$ cat src/rtl/uart_boot_loader.sv
`default_nettype none
// ============================================================================
// Module      : uart_boot_loader
// Description : UART 8N1 image loader. Receives a 3-byte header (region,
//               word count) followed by little-endian 32-bit words and
//               writes them through the upg_* port into program ROM or data
//               memory. upg_done_o low holds the CPU off the memories.
// Revision    : 1.0 - initial release
// ============================================================================
module uart_boot_loader #(
  parameter int CLK_HZ      = 10_000_000,
  parameter int BAUD        = 115_200,
  parameter int TIMEOUT_CYC = 2_000_000
) (
  input  logic        clk,
  input  logic        rst,
  input  logic        start_pg,
  input  logic        rx,
  output logic        upg_wen_o,
  output logic [14:0] upg_adr_o,
  output logic [31:0] upg_dat_o,
  output logic        upg_done_o,
  output logic        upg_busy_o,
  output logic        upg_err_o
);

  localparam int c_div  = CLK_HZ / BAUD;
  localparam int c_half = c_div / 2;
  localparam int c_cw   = $clog2(c_div + 1);
  localparam int c_tw   = $clog2(TIMEOUT_CYC + 1);

  localparam logic [c_cw-1:0] c_div_last  = c_cw'(c_div - 1);
  localparam logic [c_cw-1:0] c_half_last = c_cw'(c_half - 1);
  localparam logic [c_tw-1:0] c_to_last   = c_tw'(TIMEOUT_CYC - 1);

  typedef enum logic [1:0] {R_IDLE, R_START, R_DATA, R_STOP} rx_state_t;
  typedef enum logic [1:0] {L_IDLE, L_HDR, L_DATA}           ld_state_t;

  // --------------------------------------------------------------------------
  // Input conditioning
  // --------------------------------------------------------------------------
  logic r_rx_meta, r_rx_sync, r_rx_prev, r_start_q;
  logic w_start_edge;

  // Two-flop synchronizer on rx, one extra stage for falling-edge detect,
  // and a single register on start_pg for rising-edge detect.
  always_ff @(posedge clk) begin
    if (!rst) begin
      r_rx_meta <= 1'b1;
      r_rx_sync <= 1'b1;
      r_rx_prev <= 1'b1;
      r_start_q <= 1'b0;
    end else begin
      r_rx_meta <= rx;
      r_rx_sync <= r_rx_meta;
      r_rx_prev <= r_rx_sync;
      r_start_q <= start_pg;
    end
  end

  assign w_start_edge = start_pg & ~r_start_q;

  // --------------------------------------------------------------------------
  // UART receiver
  // --------------------------------------------------------------------------
  rx_state_t       rx_state, rx_nxt;
  logic [c_cw-1:0] r_rx_cnt;
  logic [2:0]      r_bit_cnt;
  logic [7:0]      r_rx_shift;
  logic            w_rx_tick, w_byte_valid, w_frame_err;

  // Receiver next-state: sample start bit mid-bit, then every bit period.
  always_comb begin
    rx_nxt       = rx_state;
    w_rx_tick    = 1'b0;
    w_byte_valid = 1'b0;
    w_frame_err  = 1'b0;
    case (rx_state)
      R_IDLE: begin
        if (r_rx_prev && !r_rx_sync) rx_nxt = R_START;
      end
      R_START: begin
        if (r_rx_cnt == c_half_last) rx_nxt = r_rx_sync ? R_IDLE : R_DATA;
      end
      R_DATA: begin
        if (r_rx_cnt == c_div_last) begin
          w_rx_tick = 1'b1;
          if (r_bit_cnt == 3'd7) rx_nxt = R_STOP;
        end
      end
      R_STOP: begin
        if (r_rx_cnt == c_div_last) begin
          rx_nxt = R_IDLE;
          if (r_rx_sync) w_byte_valid = 1'b1;
          else           w_frame_err  = 1'b1;
        end
      end
      default: rx_nxt = R_IDLE;
    endcase
  end

  // Receiver state, bit-period counter and LSB-first shift register.
  always_ff @(posedge clk) begin
    if (!rst) begin
      rx_state   <= R_IDLE;
      r_rx_cnt   <= '0;
      r_bit_cnt  <= '0;
      r_rx_shift <= '0;
    end else begin
      rx_state <= rx_nxt;
      if (rx_state == R_IDLE || rx_nxt != rx_state || w_rx_tick)
        r_rx_cnt <= '0;
      else
        r_rx_cnt <= r_rx_cnt + c_cw'(1);
      if (rx_state == R_START) r_bit_cnt <= '0;
      if (w_rx_tick) begin
        r_rx_shift <= {r_rx_sync, r_rx_shift[7:1]};
        r_bit_cnt  <= r_bit_cnt + 3'd1;
      end
    end
  end

  // --------------------------------------------------------------------------
  // Loader
  // --------------------------------------------------------------------------
  ld_state_t       ld_state, ld_nxt;
  logic [1:0]      r_byte_cnt;
  logic            r_region;
  logic [13:0]     r_n;
  logic [13:0]     r_idx;
  logic [31:0]     r_word;
  logic [c_tw-1:0] r_to_cnt;
  logic            r_wen, r_err;
  logic [14:0]     r_adr;
  logic [31:0]     r_dat;
  logic [15:0]     w_hdr_n;
  logic            w_timeout, w_set_err, w_arm, w_fire;

  assign w_hdr_n   = {r_rx_shift, r_n[7:0]};
  assign w_timeout = (r_to_cnt == c_to_last);

  // Loader next-state: header parse, word assembly, completion and aborts.
  always_comb begin
    ld_nxt    = ld_state;
    w_set_err = 1'b0;
    w_arm     = 1'b0;
    w_fire    = 1'b0;
    case (ld_state)
      L_IDLE: begin
        if (w_start_edge) begin
          ld_nxt = L_HDR;
          w_arm  = 1'b1;
        end
      end
      L_HDR: begin
        if (w_frame_err || w_timeout) begin
          w_set_err = 1'b1;
          ld_nxt    = L_IDLE;
        end else if (w_byte_valid && r_byte_cnt == 2'd2) begin
          if (w_hdr_n[15:14] != 2'b00) begin
            w_set_err = 1'b1;
            ld_nxt    = L_IDLE;
          end else if (w_hdr_n == 16'd0) begin
            ld_nxt = L_IDLE;
          end else begin
            ld_nxt = L_DATA;
          end
        end
      end
      L_DATA: begin
        // r_idx already counts the word being strobed out this cycle.
        if (r_wen && r_idx == r_n) begin
          ld_nxt = L_IDLE;
        end else if (w_frame_err || w_timeout) begin
          w_set_err = 1'b1;
          ld_nxt    = L_IDLE;
        end else if (w_byte_valid && r_byte_cnt == 2'd3) begin
          w_fire = 1'b1;
        end
      end
      default: ld_nxt = L_IDLE;
    endcase
  end

  // Loader state, header fields, word assembly, write port and status.
  always_ff @(posedge clk) begin
    if (!rst) begin
      ld_state   <= L_IDLE;
      r_byte_cnt <= '0;
      r_region   <= 1'b0;
      r_n        <= '0;
      r_idx      <= '0;
      r_word     <= '0;
      r_to_cnt   <= '0;
      r_wen      <= 1'b0;
      r_err      <= 1'b0;
      r_adr      <= '0;
      r_dat      <= '0;
    end else begin
      ld_state <= ld_nxt;
      r_wen    <= w_fire;

      // Framing errors are sticky even while idle; a new upload clears them.
      if (w_arm)                        r_err <= 1'b0;
      else if (w_set_err || w_frame_err) r_err <= 1'b1;

      if (ld_state == L_IDLE || w_byte_valid) r_to_cnt <= '0;
      else if (!w_timeout)                    r_to_cnt <= r_to_cnt + c_tw'(1);

      if (w_arm) begin
        r_idx      <= '0;
        r_byte_cnt <= '0;
      end else if (w_byte_valid && ld_state == L_HDR) begin
        r_byte_cnt <= (r_byte_cnt == 2'd2) ? 2'd0 : r_byte_cnt + 2'd1;
        case (r_byte_cnt)
          2'd0:    r_region  <= r_rx_shift[0];
          2'd1:    r_n[7:0]  <= r_rx_shift;
          default: r_n[13:8] <= r_rx_shift[5:0];
        endcase
      end else if (w_byte_valid && ld_state == L_DATA) begin
        r_byte_cnt <= r_byte_cnt + 2'd1;
        r_word     <= {r_rx_shift, r_word[31:8]};
      end

      if (w_fire) begin
        r_adr <= {r_region, r_idx};
        r_dat <= {r_rx_shift, r_word[31:8]};
        r_idx <= r_idx + 14'd1;
      end
    end
  end

  assign upg_wen_o  = r_wen;
  assign upg_adr_o  = r_adr;
  assign upg_dat_o  = r_dat;
  assign upg_done_o = (ld_state == L_IDLE);
  assign upg_busy_o = (ld_state != L_IDLE);
  assign upg_err_o  = r_err;

endmodule
`default_nettype wire

$ cat config.mk
export PLATFORM = sky130hd
export DESIGN_NAME = uart_boot_loader
export DESIGN_NICKNAME = d
export VERILOG_FILES = /design/src/rtl/uart_boot_loader.sv
export SDC_FILE = /design/constraint.sdc
export NUM_CORES = 1
export LEC_CHECK = 0
export ABC_CLOCK_PERIOD_IN_PS = 2500
export BUFFER_PORTS_ARGS = -buffer_cell sky130_fd_sc_hd__buf_4
export CAP_MARGIN = 20
export CORE_UTILIZATION = 29
export DETAILED_ROUTE_END_ITERATION = 12
export PLACE_DENSITY_LB_ADDON = 0.05
export SLEW_MARGIN = 40
export SYNTH_ARGS = -nofsm -noshare
export SYNTH_HDL_FRONTEND = slang
export SYNTH_SLANG_ARGS = --single-unit
$ cat constraint.sdc
create_clock -name clk -period 2.5 [get_ports clk]
set_input_delay 0.125 -clock clk [delete_from_list [all_inputs] [get_ports clk]]
set_output_delay 0.125 -clock clk [all_outputs]
set_load 0.05 [all_outputs]
# Word-level counts from Yosys, hierarchy flattened
# Index checks and enable logic that the tools add are counted.
# classes
n_addsub	5
eq_ne	17
n_mux	42
n_bitwise	6
n_reduce_logical	30
# ops
operator	count
$mux W2	16
$mux W14	2
$add A21 B1 Y21 const B	1
$eq A21 B21 Y1 const B	1
$mux W1	19
$logic_not A16 Y1	1
$reduce_and A3 Y1	5
$add A14 B1 Y14 const B	1
$eq A14 B14 Y1	1
$eq A2 B2 Y1 const B	5
$reduce_bool A2 Y1	5
$pmux W2 S4	1
$reduce_or A2 Y1	4
$add A7 B1 Y7 const B	1
$eq A7 B6 Y1 const B	1
$eq A7 B7 Y1 const B	1
$eq A2 B1 Y1 const B	3
$logic_and A1 B1 Y1	6
$logic_not A2 Y1	3
$mux W3	2
$ne A3 B3 Y1 const B	2
$pmux W2 S3	1
$logic_or A1 B1 Y1	5
$not A1 Y1	5
8 further kinds	8
# word_totals
register_bits	159
inputBits	4
output_inout_bits	51
elab_cells	120

# Longest topological paths before layout
# depth
depth_word	9
mapped_depth	11
mapped_depth_nobuf	8

# Worst setup path before layout
# Ideal clock, no wire load.
# synth_timing
kind	register to register
from	reg ld_state[0]
to	reg r_word[12]
t_arrival_ns	2.760
setup_slack_ns	-0.336
path_stages_with_launch	12
cell_sequence	dfxtp_1 > inv_1 > ha_1 > inv_1 > or3_1 > clkbuf_1 > nand3_1 > or2_2 > clkbuf_1 > clkbuf_1 > nand2_1 > a21boi_0
# synth_via
elab_chain_cells	4
elab_cells_between_ends	9
# synth_lines
element	line_no	text
start, declared	126	ld_state_t ld_state, ld_nxt;
start signal, assigned	200	ld_state <= ld_nxt;
$logic_not A2 Y1	n/a	
named net upg_done_o	22	output logic upg_done_o,
$mux W1	148	case (ld_state)
$not A1 Y1 (no line)	n/a	
$reduce_and A3 Y1 (no line)	n/a	
end signal, assigned	222	r_word <= {r_rx_shift, r_word[31:8]};
end, declared	131	logic [31:0] r_word;
# The timed path passes the listed nets, and every way through them passes these cells.
# A chain may end at the register's enable or synchronous reset.

# Worst setup path in the final report
# layout_timing
from	reg r_to_cnt[11]
to	reg r_dat[0] (netlist: upg_dat_o[0])
# layout_via
elab_chain_cells	5
# layout_lines
element	line_no	text
start, declared	132	logic [c_tw-1:0] r_to_cnt;
start signal, assigned	208	else if (!w_timeout) r_to_cnt <= r_to_cnt + c_tw'(1);
$eq A21 B21 Y1	140	assign w_timeout = (r_to_cnt == c_to_last);
$logic_or A1 B1 Y1	174	end else if (w_frame_err || w_timeout) begin
$mux W1	174	
$mux W1	172	if (r_wen && r_idx == r_n) begin
$mux W1	148	
end signal, assigned	227	r_dat <= {r_rx_shift, r_word[31:8]};
end, declared	135	logic [31:0] r_dat;
# No other way between the ends.

==> reports/results.md <==
| Result | Value | Unit |
| --- | --- | --- |
| Final number of max-transition violations | 0 | - |
| Number of enable-type register cells in the synthesized netlist | 0 | - |
| Fmax | 432 | MHz |
| Total length of routed wires | 15900 | um |
| Detailed-route DRC error count | 11 | - |
| Total global-route track usage | 0.143 | - |
| Top Ports | 55 | - |
| Number of buffers added by the clock tree synthesis step | 17 | - |
| Final count of negative-setup-slack endpoints | 0 | - |
| Utilization after layout | 0.364 | - |
| Worst hold margin | 0.104 | ns |
| Leading register cell type out of synthesis | sky130_fd_sc_hd__dfxtp_1 | - |
| First-pass GRT wire length | 26600 | um |
| Portion of total power attributed to sequential cells | 0.464 | - |
| Crit share post-route | 0.927 | - |
| Count of warnings emitted by yosys | 0 | - |
| Data arrival at the endpoint of the critical path | 2.62 | ns |
| Clock edge transition at the registers on the reported setup and hold paths | 0.06 | ns |
| Mux contribution to synthesized area | 0.0400 | - |
| Drt via density | 4.71 | - |
| Area delta synth->final | 22.3 | % |
| Pin count of the biggest net entering global routing | 43 | - |
| Post-synthesis compound-gate area fraction | 0.126 | - |
| Xor and xnor area share after synthesis | 0.0483 | - |
| Iteration count of the initial detailed-routing pass | 8 | - |
| CTS Buffer Depth | 2 | - |
| Post-synthesis adder-cell area fraction | 0.0191 | - |
| Share of power burned in the clock network | 0.472 | - |
| Number of antenna violations at the first check in global routing | 0 | - |
| Count of H-tree levels built during CTS | 4 | - |
| P_sw | 1.26 | mW |
| Worst R2R Path Depth | 8 | - |
| RSZ-0062 raised after global routing | false | - |
| Portion of the post-synthesis area used by sequential elements | 0.463 | - |
| Syn_nets | 780 | - |
| Clock Root Buffer | sky130_fd_sc_hd__clkbuf_16 | - |
| Launching point of the worst reg2reg path | r_to_cnt[11] | - |
| Effective utilization at floorplan | 0.298 | - |
| Internal cell power | 3.99 | mW |
| Placed Area | 7390 | um2 |
| Main combinational cell family by area after synthesis | simple AND/OR/NAND/NOR gates | - |
| Violated checks | DRC | - |
| Crit path required time | 2.80 | ns |
| Routability Congestion | 0.770 | - |
| Number of sinks handled by clock tree synthesis | 151 | - |
| Setup skew after layout | 0.00971 | ns |
| Post-route ant nets | 0 | - |
| Fraction of synthesized cell area taken by the top area cell type | 0.463 | - |
| Detailed placement HPWL | 11100 | um |
| Most frequent cell after synthesis | sky130_fd_sc_hd__nand2_1 | - |
| Post-Syn Area per Cell | 8.53 | um2 |
| Setup crit start kind | flip-flop | - |
| Final count of hold timing violations | 0 | - |
| Least setup slack across all paths after layout | 0.183 | ns |
| Reported max-cap violation count | 0 | - |
| Share of flip-flops with an asynchronous set or reset after synthesis | 0 | - |
| Post-route cell area | 7990 | um2 |
| Postcts setup bufs | 0 | - |
| Overall power of the completed layout | 5.25 | mW |
| Top cell types by occurrence after synthesis | sky130_fd_sc_hd__nand2_1, sky130_fd_sc_hd__dfxtp_1, sky130_fd_sc_hd__nor2_1 | - |
| Count of cell types in the netlist | 55 | - |
| Pre-CTS setup slack | 0.0672 | ns |
| Cell type contributing the most total cell area after synthesis | sky130_fd_sc_hd__dfxtp_1 | - |
| Max IR drop VDD | 0.400 | mV |
| Maximum net fanout on the critical path | 33 | - |
| Post-synthesis instance total | 766 | - |
| Number of antenna cells inserted | 0 | - |
| Leakage component of the power | 2.88 | nW |
| Kind of end point of the critical path | flip-flop | - |
| Worst setup path class | flip-flop to flip-flop | - |
| Synthesized flop and latch total | 151 | - |
| Max transition margin | 0.532 | - |
| Vias after detailed routing | 5280 | - |
| Horizontal die dimension | 152 | um |
| Slew at the pin closest to its max-slew limit | 0.700 | ns |
| Fraction of power consumed by combinational cells | 0.063 | - |
| Basic-gate share of the synthesized area counting and, or, nand and nor cells | 0.265 | - |
| Number of cell rows | 54 | - |
| Die footprint | 23100 | um2 |
| Cell Pwr Density | 657 | nW/um2 |
| First-iteration detailed-routing DRC count | 200 | - |
| Core Footprint | 22000 | um2 |
| Min cycle time layout | 2.32 | ns |
| Number of input and output port buffers inserted | 54 | - |
| CTS tree | done | - |
| Worst setup path startpoint | r_to_cnt[11] | - |
| Remaining global-route overflow | 0 | - |
| Netlist Area Pre-Place | 6530 | um2 |
| Clk Latency, worst-skew pair | 0.42 | ns |
| Drt wl/cell | 14.2 | um |
| Most area-consuming cells after synthesis | sky130_fd_sc_hd__dfxtp_1, sky130_fd_sc_hd__nand2_1, sky130_fd_sc_hd__xnor2_1 | - |
| Vias in the first global route | 5117 | - |
| Height of the chip | 152 | um |
| Switching part of the total power | 0.240 | - |
| Origin of the worst min-delay path | rst | - |
| WHS Path Cells | 2 | - |
| Share of layout cells above drive strength 1 | 0.157 | - |
| Net count, final | 844 | - |
| Result of the run | finished with violations | - |
| Worst min-delay path class | input port to flip-flop | - |
## layout by cell type, fill, tap and decap left out, types with 3 or more instances in the layout
cell                         instances
sky130_fd_sc_hd__o21ai_0             9
sky130_fd_sc_hd__nand2b_1            6
sky130_fd_sc_hd__a21boi_1           25
sky130_fd_sc_hd__and3_1             10
sky130_fd_sc_hd__buf_12              3
sky130_fd_sc_hd__nand3_1            21
sky130_fd_sc_hd__dfxtp_1           151
sky130_fd_sc_hd__nor3b_1             5
sky130_fd_sc_hd__nor2_1             62
sky130_fd_sc_hd__ha_1                9
sky130_fd_sc_hd__o21ai_1             6
sky130_fd_sc_hd__nor4_1              9
sky130_fd_sc_hd__nand2_1           175
sky130_fd_sc_hd__nand4b_1            6
sky130_fd_sc_hd__inv_1              11
sky130_fd_sc_hd__xnor2_1            31
sky130_fd_sc_hd__nor2b_1            14
sky130_fd_sc_hd__nor3_1             14
sky130_fd_sc_hd__mux2i_1            25
sky130_fd_sc_hd__buf_4              84
sky130_fd_sc_hd__nand3b_1            4
sky130_fd_sc_hd__xor2_1              5
sky130_fd_sc_hd__o211ai_2            4
sky130_fd_sc_hd__or3_1              10
sky130_fd_sc_hd__a22oi_1             3
sky130_fd_sc_hd__clkbuf_16          17
sky130_fd_sc_hd__clkinvlp_4          3
sky130_fd_sc_hd__a21oi_1            23
sky130_fd_sc_hd__o211ai_1            3
sky130_fd_sc_hd__a21boi_0           33
sky130_fd_sc_hd__and2_1              3
sky130_fd_sc_hd__clkinv_2            3
sky130_fd_sc_hd__a31oi_1             3
sky130_fd_sc_hd__clkbuf_8            3
sky130_fd_sc_hd__nand4_1            15
## path summary, 6_finish.rpt
path,endpoint,slack (ns)
hold / removal,r_rx_meta,0.10
hold reg to reg,r_rx_sync,0.43
setup reg to reg,upg_dat_o[0],0.18
setup / recovery,upg_dat_o[0],0.18
## cells by family (layout without fill, tap and decap cells)
family          after synthesis  in the layout
buf+inv                      57            133
compound gates              119            119
simple gates                367            367
flops                       151            151
fa+ha+maj                    10             10
mux                          26             26
xor+xnor                     36             36
## layout make-up
class                   count  area, um2
multi-input cells         558       3290
clock inverters            10       95.1
well taps                 280        350
fillers                  2257      14000
clock buffers              21        470
repair buffers             89        711
inverters                  13       52.6
flip-flops and latches    151       3020
## metal layers
layer,global-route usage,share of wire
met5,0,0
met4,0.0525,0.015
met3,0.0282,0.022
met2,0.231,0.46
met1,0.188,0.50
## through the flow
step | instances | setup TNS (ns)
global placement | 1089 | 0
global route | 1122 | 0
CTS | 1122 | 0
floorplan | 766 | -0.739
detailed placement | 1089 | 0
finish | 1122 | 0
## state kept, by name, summed over array words and instances (netlist names)
name / count
ld_state: 2
r_bit_cnt: 3
r_byte_cnt: 2
r_idx: 14
r_n: 14
r_region: 1
r_rx_cnt: 7
r_rx_meta: 1
r_rx_prev: 1
r_rx_shift: 8
r_rx_sync: 1
r_start_q: 1
r_to_cnt: 21
r_word: 24
rx_state: 2
upg_adr_o: 15
upg_dat_o: 32
upg_err_o: 1
upg_wen_o: 1
## power by group through the flow
stage	logic (mW)	clock network [mW]	registers, mW
final	0.333	2.48	2.44
after global routing	0.368	2.67	2.44
after CTS	0.334	2.56	2.44
after detailed placement	0.328	0	2.49
after global placement	0.328	0	2.49
after floorplan	0.241	0	2.49
## what timing repair did
item / CTS / global route
endpoints found under the setup margin: 0 / 38
gates resized for setup: 0 / 3
endpoints found under the hold margin: 2 / 0
hold buffers: 2 / 0
## critical path, stage by stage (launching register included)
cell and delay (ns):
sky130_fd_sc_hd__dfxtp_1 0.35, sky130_fd_sc_hd__or4b_1 0.51, sky130_fd_sc_hd__or3_4 0.37, sky130_fd_sc_hd__nor3_4 0.21, sky130_fd_sc_hd__buf_4 0.22, sky130_fd_sc_hd__nor3b_2 0.09
sky130_fd_sc_hd__buf_4 0.25, sky130_fd_sc_hd__nand2_1 0.12, sky130_fd_sc_hd__a21oi_1 0.07
No activity file was read; power rests on OpenSTA's default activity.
